==> config.mk <==
export PLATFORM = sky130hd
export DESIGN_NAME = rf_wb_arbiter
export DESIGN_NICKNAME = d
export VERILOG_FILES = /design/src/rtl/rf_wb_arbiter.sv
export SDC_FILE = /design/constraint.sdc
export NUM_CORES = 1
export LEC_CHECK = 0
export CAP_MARGIN = 10
export CORE_UTILIZATION = 55
export DETAILED_ROUTE_END_ITERATION = 8
export HOLD_SLACK_MARGIN = 0.02
export PLACE_DENSITY = 0.81
export SYNTH_ARGS = -nofsm -noshare
export SYNTH_HDL_FRONTEND = slang
export SYNTH_SLANG_ARGS = --single-unit
export TNS_END_PERCENT = 50
==> constraint.sdc <==
create_clock -name clk -period 8.79 [get_ports clk]
set_input_delay 1.3185 -clock clk [delete_from_list [all_inputs] [get_ports clk]]
set_output_delay 1.3185 -clock clk [all_outputs]
set_load 0.03 [all_outputs]
==> src/rtl/rf_wb_arbiter.sv <==
// Writeback arbiter: two per-port FIFOs drained in program order onto the single RF write port.
// Optional busy scoreboard enabled by defining RF_WB_BUSY_EN; otherwise busy is tied to zero.

module rf_wb_fifo #(
  parameter int DEPTH = 2
) (
  input  logic        clk,
  input  logic        clrn,
  input  logic        push,
  input  logic [4:0]  push_wn,
  input  logic [31:0] push_d,
  input  logic [3:0]  push_stamp,
  input  logic        pop,
  output logic        full,
  output logic        empty,
  output logic [4:0]  head_wn,
  output logic [31:0] head_d,
  output logic [3:0]  head_stamp,
  output logic [31:0] busy_vec
);

  typedef struct packed {
    logic [4:0]  wn;
    logic [31:0] d;
    logic [3:0]  stamp;
  } entry_t;

  entry_t     ent [DEPTH];
  logic [2:0] cnt;
  logic [2:0] wr_idx;

  assign full       = (cnt == 3'(DEPTH));
  assign empty      = (cnt == 3'd0);
  assign wr_idx     = cnt - {2'b0, pop};
  assign head_wn    = ent[0].wn;
  assign head_d     = ent[0].d;
  assign head_stamp = ent[0].stamp;

  // Shift-style queue: entry 0 is always the head, a push lands behind whatever survives the pop.
  always_ff @(posedge clk or negedge clrn) begin
    if (!clrn) begin
      cnt <= '0;
      for (int i = 0; i < DEPTH; i++) ent[i] <= '0;
    end else begin
      if (pop) begin
        for (int i = 0; i < DEPTH - 1; i++) ent[i] <= ent[i+1];
      end
      if (push) begin
        for (int i = 0; i < DEPTH; i++) begin
          if (wr_idx == 3'(i)) ent[i] <= {push_wn, push_d, push_stamp};
        end
      end
      cnt <= cnt + {2'b0, push} - {2'b0, pop};
    end
  end

`ifdef RF_WB_BUSY_EN
  always_comb begin
    busy_vec = '0;
    for (int i = 0; i < DEPTH; i++) begin
      if (3'(i) < cnt) busy_vec[ent[i].wn] = 1'b1;
    end
    busy_vec[0] = 1'b0;
  end
`else
  assign busy_vec = '0;
`endif

endmodule

module rf_wb_arbiter #(
  parameter int DEPTH = 2
) (
  input  logic        clk,
  input  logic        clrn,
  input  logic        a_valid,
  input  logic [4:0]  a_wn,
  input  logic [31:0] a_d,
  output logic        a_ready,
  input  logic        b_valid,
  input  logic [4:0]  b_wn,
  input  logic [31:0] b_d,
  output logic        b_ready,
  output logic        rf_we,
  output logic [4:0]  rf_wn,
  output logic [31:0] rf_d,
  output logic [31:0] busy
);

  logic        a_full, a_empty, b_full, b_empty;
  logic        a_push, b_push, a_q, b_q;
  logic        grant_a, grant_b;
  logic [3:0]  seq, a_stamp, b_stamp, age;
  logic [4:0]  a_head_wn, b_head_wn;
  logic [31:0] a_head_d, b_head_d;
  logic [3:0]  a_head_stamp, b_head_stamp;
  logic [31:0] a_busy, b_busy;

  assign a_ready = clrn & ~a_full;
  assign b_ready = clrn & ~b_full;
  assign a_push  = a_valid & a_ready;
  assign b_push  = b_valid & b_ready;

  // Writes to r0 complete the handshake but are dropped before queueing and consume no stamp.
  assign a_q     = a_push & (a_wn != 5'd0);
  assign b_q     = b_push & (b_wn != 5'd0);

  // The MEM instruction is older than the EXE one, so B takes the lower stamp on a tie.
  assign b_stamp = seq;
  assign a_stamp = seq + {3'b0, b_q};

  assign age     = a_head_stamp - b_head_stamp;
  assign grant_a = ~a_empty & (b_empty | age[3]);
  assign grant_b = ~b_empty & ~grant_a;

  rf_wb_fifo #(.DEPTH(DEPTH)) u_fifo_a (
    .clk        (clk),
    .clrn       (clrn),
    .push       (a_q),
    .push_wn    (a_wn),
    .push_d     (a_d),
    .push_stamp (a_stamp),
    .pop        (grant_a),
    .full       (a_full),
    .empty      (a_empty),
    .head_wn    (a_head_wn),
    .head_d     (a_head_d),
    .head_stamp (a_head_stamp),
    .busy_vec   (a_busy)
  );

  rf_wb_fifo #(.DEPTH(DEPTH)) u_fifo_b (
    .clk        (clk),
    .clrn       (clrn),
    .push       (b_q),
    .push_wn    (b_wn),
    .push_d     (b_d),
    .push_stamp (b_stamp),
    .pop        (grant_b),
    .full       (b_full),
    .empty      (b_empty),
    .head_wn    (b_head_wn),
    .head_d     (b_head_d),
    .head_stamp (b_head_stamp),
    .busy_vec   (b_busy)
  );

  assign busy = a_busy | b_busy;

  always_ff @(posedge clk or negedge clrn) begin
    if (!clrn) begin
      seq   <= '0;
      rf_we <= 1'b0;
      rf_wn <= '0;
      rf_d  <= '0;
    end else begin
      seq   <= seq + {3'b0, a_q} + {3'b0, b_q};
      rf_we <= grant_a | grant_b;
      if (grant_a) begin
        rf_wn <= a_head_wn;
        rf_d  <= a_head_d;
      end else if (grant_b) begin
        rf_wn <= b_head_wn;
        rf_d  <= b_head_d;
      end
    end
  end

endmodule

# Word level (Yosys, flattened, before mapping)
# Cells that the tools add are included.
# Widths: inputs -> output; s select.
# classes
bitwise_logic	15
n_eq_ne	4
add_sub_neg	10
reduce_logical	9
muxes	12
# ops
cell	n
$mux 41	6
$mux 82	2
$mux 32	2
$add 4x1->4	3
$logic_not 3->1	4
$sub 3x1->3	4
$mux 5	2
$reduce_bool 5->1	2
$and 1x1->1	8
$add 3x1->3	2
$eq 3x1->1 const B	2
$eq 3x2->1 const B	2
$not 1->1	5
$reduce_and 2->1	2
$sub 4x4->4	1
$or 1x1->1	2
$reduce_bool 2->1	1
# word_totals
in_bits	78
output_inout_bits	72
wordCells	68
reg_bits	212

# Longest topological paths before layout
# depth
word_depth	9
ltp_mapped	17
mapped_depth_nobuf	14

# By module
# Synthesis repeated with hierarchy kept, for this count alone.
# hier_totals
hier_cells	868
hier_area_um2	11892.7
# modules_own_cells
module	area_each_um2	n_inst	seq_area_each_um2	cells_each
rf_wb_fifo	4643.2	2	2127.0	313
rf_wb_arbiter	2606.2	1	1051.0	242

# Least setup slack after synthesis
# OpenSTA, ideal clock, no wires.
# synth_path
path_kind	register to register
from	register u_fifo_a.ent (netlist bit u_fifo_a.head_stamp[2])
to	register u_fifo_b.ent[0] (netlist name)
path_slack_ps	5331
t_arrival_ps	3334
period_less_slack_ps	3459
n_path_buf	3
t_required_ps	8665
stages_incl_launch_ff	17
setup_time_ps	125
cell_sequence	dfrtp_1 ha_1 a21oi_1 o21ai_4 xnor2_1 o21ai_2 buf_6 buf_6 nor2_1 ha_1 xnor2_1 and2_0 nand4_1 a2111oi_2 a41o_4 buf_8 mux2_4
# synth_via
elab_chain_cells	8
# synth_rtl
element	line	source
start: declaration	28	entry_t ent [DEPTH];
start signal: indexed assignment	50	if (wr_idx == 3'(i)) ent[i] <= {push_wn, push_d, push_stamp};
$sub 4x4->4	112	assign age = a_head_stamp - b_head_stamp;
$or 1x1->1	113	assign grant_a = ~a_empty & (b_empty | age[3]);
$and 1x1->1	113	
$not 1->1	114	assign grant_b = ~b_empty & ~grant_a;
$and 1x1->1	114	
$sub 3x1->3	34	assign wr_idx = cnt - {2'b0, pop};
$eq 3x1->1	50	
$reduce_and 2->1 (no source line)	-	
end signal: indexed assignment	50	
end: declaration	28	
# No other way between the ends.
# A chain may end at the register's enable or synchronous reset.

# Final worst setup path
# layout_path
from	input port clrn
to	output port b_ready
# layout_via
elab_chain_cells	1
# layout_rtl
element	line	source
start: declaration	75	input logic clrn,
$and 1x1->1	100	assign b_ready = clrn & ~b_full;
end: declaration	83	output logic b_ready,
# No other way between the ends.

==> impl_metrics.prom <==
# TYPE chip_impl_metric gauge
chip_impl_info{name="run_status",value="finished clean"} 1
chip_impl_info{name="holdCritPathClass",value="flip-flop to flip-flop"} 1
chip_impl_metric{name="clock_latency",unit="ns"} 0.51
chip_impl_metric{name="net-switching-power",unit="uW"} 2303
chip_impl_metric{name="grt_antenna_before_repair",unit=""} 0
chip_impl_info{name="cts-root-buf",value="sky130_fd_sc_hd__clkbuf_16"} 1
chip_impl_metric{name="worst-slew-pin-transition",unit="ns"} 1.070
chip_impl_info{name="unrepaired_setup_endpoints_after_global_routing",value="false"} 1
chip_impl_metric{name="ir_drop",unit="uV"} 344.2
chip_impl_metric{name="final.period_utilization",unit=""} 0.4795
chip_impl_metric{name="area.growth.synth_to_final",unit="%"} 19.66
chip_impl_metric{name="cts-root-to-sink-buffers",unit=""} 3
chip_impl_metric{name="timing.max_slew.rel_slack",unit=""} 0.2809
chip_impl_metric{name="ys_seq_area_frac",unit=""} 0.5430
chip_impl_metric{name="timing.final.hold_violations",unit=""} 0
chip_impl_metric{name="detail-route-antenna-nets",unit=""} 0
chip_impl_metric{name="internal_power",unit="uW"} 3381
chip_impl_metric{name="gp_congestion",unit=""} 0.7641
chip_impl_metric{name="coreArea",unit="mm2"} 0.01730
chip_impl_metric{name="switching_share",unit=""} 0.4052
chip_impl_metric{name="ctsHtreeMaxLevel",unit=""} 1
chip_impl_metric{name="fin_area",unit="mm2"} 0.01169
chip_impl_metric{name="synth.distinct_cells",unit=""} 42
chip_impl_metric{name="cts-buffers-inserted",unit=""} 22
chip_impl_metric{name="post-route-util",unit=""} 0.6759
chip_impl_metric{name="placementRows",unit=""} 48
chip_impl_metric{name="initial_utilization",unit=""} 0.5649
chip_impl_metric{name="place_ws",unit="ns"} 4.558
chip_impl_metric{name="hold_depth",unit=""} 2
chip_impl_metric{name="setup_ws",unit="ns"} 4.575
chip_impl_metric{name="ioPinCount",unit=""} 150
chip_impl_metric{name="synth.yosys.warnings",unit=""} 0
chip_impl_metric{name="synth-edff-count",unit=""} 0
chip_impl_metric{name="postCtsResizedCells",unit=""} 0
chip_impl_metric{name="finish.net_count",unit=""} 1013
chip_impl_info{name="synth.largest_area_cell",value="sky130_fd_sc_hd__dfrtp_1"} 1
chip_impl_metric{name="vias",unit=""} 6349
chip_impl_info{name="crit_slowest_cell",value="sky130_fd_sc_hd__clkdlybuf4s50_1"} 1
chip_impl_metric{name="synth_area_per_cell",unit="um2"} 11.96
chip_impl_metric{name="post_route_cells_drive_above_1_share",unit=""} 0.1377
chip_impl_metric{name="grt_pass1_wl",unit="mm"} 33.75
chip_impl_metric{name="mappedNetlistArea",unit="mm2"} 0.009771
chip_impl_info{name="tritoncts_clock_tree",value="done"} 1
chip_impl_metric{name="totalPowerFinal",unit="uW"} 5684
chip_impl_metric{name="ctsHoldBuffers",unit=""} 0
chip_impl_metric{name="ys_seq_elements",unit=""} 212
chip_impl_metric{name="clock.fmax",unit="MHz"} 237.3
chip_impl_metric{name="timing.critical_path.arrival",unit="ns"} 2.90
chip_impl_metric{name="drtPass1Iterations",unit=""} 4
chip_impl_metric{name="clkSinkCount",unit=""} 212
chip_impl_metric{name="first_iter_violations",unit=""} 396
chip_impl_metric{name="number_of_buffers_inserted_to_repair_setup_after_cts",unit=""} 0
chip_impl_info{name="timing.setup.critical_path_class",value="input pin to primary output"} 1
chip_impl_metric{name="setup_violations",unit=""} 0
chip_impl_metric{name="post-route-drc-count",unit=""} 0
chip_impl_info{name="crit_path_cell_trace",value="clkbuf_8 > a21boi_2 > clkdlybuf4s50_1"} 1
chip_impl_metric{name="detailed_place_hpwl",unit="mm"} 12.23
chip_impl_metric{name="finalWirelength",unit="mm"} 20.27
chip_impl_metric{name="crit_fanout",unit=""} 80
chip_impl_metric{name="regToRegSetupSlack",unit="ns"} 4.89
chip_impl_info{name="worstSetupStartpointType",value="input pin"} 1
chip_impl_metric{name="routedWlPerCell",unit="um"} 17.45
chip_impl_metric{name="port-buffer-count",unit=""} 117
chip_impl_metric{name="die_width",unit="um"} 135.3
chip_impl_metric{name="die_area",unit="mm2"} 0.01830
chip_impl_info{name="timing.hold.worst.start",value="u_fifo_b.head_d[0]"} 1
chip_impl_metric{name="die_h",unit="um"} 135.3
chip_impl_info{name="cp-end-kind",value="primary output"} 1
chip_impl_metric{name="static-leakage-power",unit="uW"} 0.005407
chip_impl_metric{name="worstPathRequired",unit="ns"} 7.47
chip_impl_metric{name="drv_slew",unit=""} 0
chip_impl_info{name="dominantRegCellSynth",value="sky130_fd_sc_hd__dfrtp_1"} 1
chip_impl_info{name="netlist_top_cells_area",value="sky130_fd_sc_hd__dfrtp_1 54%, sky130_fd_sc_hd__mux2_1 9.9%, sky130_fd_sc_hd__nand2_1 6.2%, sky130_fd_sc_hd__mux2_4 6.1%, sky130_fd_sc_hd__mux2_2 3.6%"} 1
chip_impl_metric{name="grt_max_degree",unit=""} 81
chip_impl_metric{name="cellPowerDensity",unit="mW/mm2"} 486.2
chip_impl_metric{name="cp_slowest_stage_delay",unit="ns"} 0.71
chip_impl_metric{name="grt_overflow_total",unit=""} 0
chip_impl_metric{name="power.clock.fraction",unit=""} 0.170
chip_impl_metric{name="power.sequential.fraction",unit=""} 0.311
chip_impl_info{name="worst_hold_path.endpoint",value="rf_d[0]"} 1
chip_impl_metric{name="finClkSkew",unit="ns"} 0.01222
chip_impl_metric{name="netlist_instances",unit=""} 817
chip_impl_metric{name="period_needed",unit="ns"} 4.215
chip_impl_metric{name="synth_largest_type_area_fraction",unit=""} 0.5430
chip_impl_metric{name="antennaDiodeCount",unit=""} 0
chip_impl_info{name="rr_startpoint",value="u_fifo_a.head_stamp[2]"} 1
chip_impl_metric{name="p_comb_frac",unit=""} 0.520
chip_impl_metric{name="drv_cap",unit=""} 0
chip_impl_metric{name="synth-async-reset-ratio",unit=""} 1.000
chip_impl_metric{name="setup_total_negative_slack",unit="ns"} 0
chip_impl_info{name="timing.rr.end",value="u_fifo_b.ent[40]"} 1
chip_impl_metric{name="clkTransAtPathRegs",unit="ns"} 0.07
chip_impl_metric{name="grt_util_all_layers",unit=""} 0.2345
chip_impl_metric{name="grt_pass1_vias",unit=""} 6561
chip_impl_metric{name="via_per_inst",unit=""} 5.464
chip_impl_metric{name="worst_r2r_path_depth",unit=""} 13
chip_impl_metric{name="placed_area",unit="mm2"} 0.01094
state kept, by name, indices dropped and copies added (netlist names):
name	flops
b_stamp	4
u_fifo_a.cnt	3
u_fifo_b.ent	41
rf_we	1
u_fifo_b.head_d	32
u_fifo_b.cnt	3
rf_d	32
u_fifo_b.head_wn	5
u_fifo_a.head_stamp	4
u_fifo_a.head_d	32
u_fifo_a.ent	41
u_fifo_a.head_wn	5
rf_wn	5
u_fifo_b.head_stamp	4
through the flow:
| stage | hold slack (ns) | instances |
|---|---|---|
| after floorplan | 0.4331 | 848 |
| after global placement | 0.4412 | 1122 |
| after detailed placement | 0.4452 | 1122 |
| after CTS | 0.4615 | 1162 |
| after global routing | 0.4798 | 1162 |
| final | 0.4543 | 1162 |
placed cells by master (no fill, tap or decap), drive strengths merged, types with 10 or more instances in the layout:
master | synthesis | final
a22oi | 38 | 38
a31oi | 41 | 41
buf | 63 | 10
clkbuf | 15 | 36
clkdlybuf4s50 | 0 | 116
conb | 1 | 32
dfrtp | 212 | 212
ha | 11 | 11
inv | 17 | 17
mux2 | 157 | 157
nand2 | 161 | 161
nor2 | 47 | 47
xnor2 | 10 | 10
final cells by class:
cell class                 instances  area, um2
clock inverter                     5      75.07
multi-input combinational        541       4035
clock buffer                      35      680.7
tap                              225      281.5
timing repair buffer             127       1250
fill                            1262       5605
sequential                       212       5305
inverter                          17      63.81
layer usage:
layer | wire (um) | track usage
met1 | 9185 | 0.3207
met2 | 9672 | 0.3889
met3 | 1015 | 0.04040
met4 | 401 | 0.05868
met5 | 0 | 0
worst max path at each step:
| stage | startpoint | slack [ns] | endpoint | cells after the start |
|---|---|---|---|---|
| after global routing | clrn | 4.45 | b_ready | 3 |
| after global placement | clrn | 4.56 | b_ready | 3 |
| after detailed placement | clrn | 4.56 | b_ready | 3 |
| after CTS | clrn | 4.55 | b_ready | 3 |
| final | clrn | 4.58 | b_ready | 3 |
| after floorplan | u_fifo_a.head_stamp[2] | 5.33 | u_fifo_b.ent[0] | 16 |
critical path: cells and delay by family:
family          cells  cell delay, ns
compound gates      1            0.34
buf+inv             2            1.20
power groups by stage:
stage | sequential (uW) | clock (uW) | combinational (uW)
floorplan | 1830 | 0 | 2160
detailed placement | 1770 | 0 | 2950
CTS | 1760 | 980 | 2990
global placement | 1750 | 0 | 2840
global route | 1820 | 1020 | 3260
finish | 1770 | 964 | 2950
cell usage after synthesis (3+ instances only):
cell type / n
sky130_fd_sc_hd__nor2_1: 47
sky130_fd_sc_hd__buf_8: 4
sky130_fd_sc_hd__a21oi_1: 3
sky130_fd_sc_hd__mux2_4: 40
sky130_fd_sc_hd__mux2i_1: 6
sky130_fd_sc_hd__inv_1: 15
sky130_fd_sc_hd__xnor2_1: 10
sky130_fd_sc_hd__nand2_1: 161
sky130_fd_sc_hd__a31oi_1: 41
sky130_fd_sc_hd__clkbuf_1: 15
sky130_fd_sc_hd__ha_1: 11
sky130_fd_sc_hd__fa_1: 3
sky130_fd_sc_hd__a22oi_1: 38
sky130_fd_sc_hd__buf_4: 35
sky130_fd_sc_hd__mux2_1: 86
sky130_fd_sc_hd__buf_6: 5
sky130_fd_sc_hd__buf_2: 17
sky130_fd_sc_hd__xor2_1: 4
sky130_fd_sc_hd__mux2_2: 31
sky130_fd_sc_hd__nor3_1: 4
sky130_fd_sc_hd__dfrtp_1: 212
kinds of logic after synthesis:
group,share of synthesized area
xor gates and xnor gates,0.01421
muxes,0.2025
AOI/OAI and AO/OA,0.07171
and+or+nand+nor,0.08746
buffers and inverters,0.06057
other,0.0003838
DFF,0.5430
adders and majority gates,0.02023
Power figures use the tool's default switching activity.
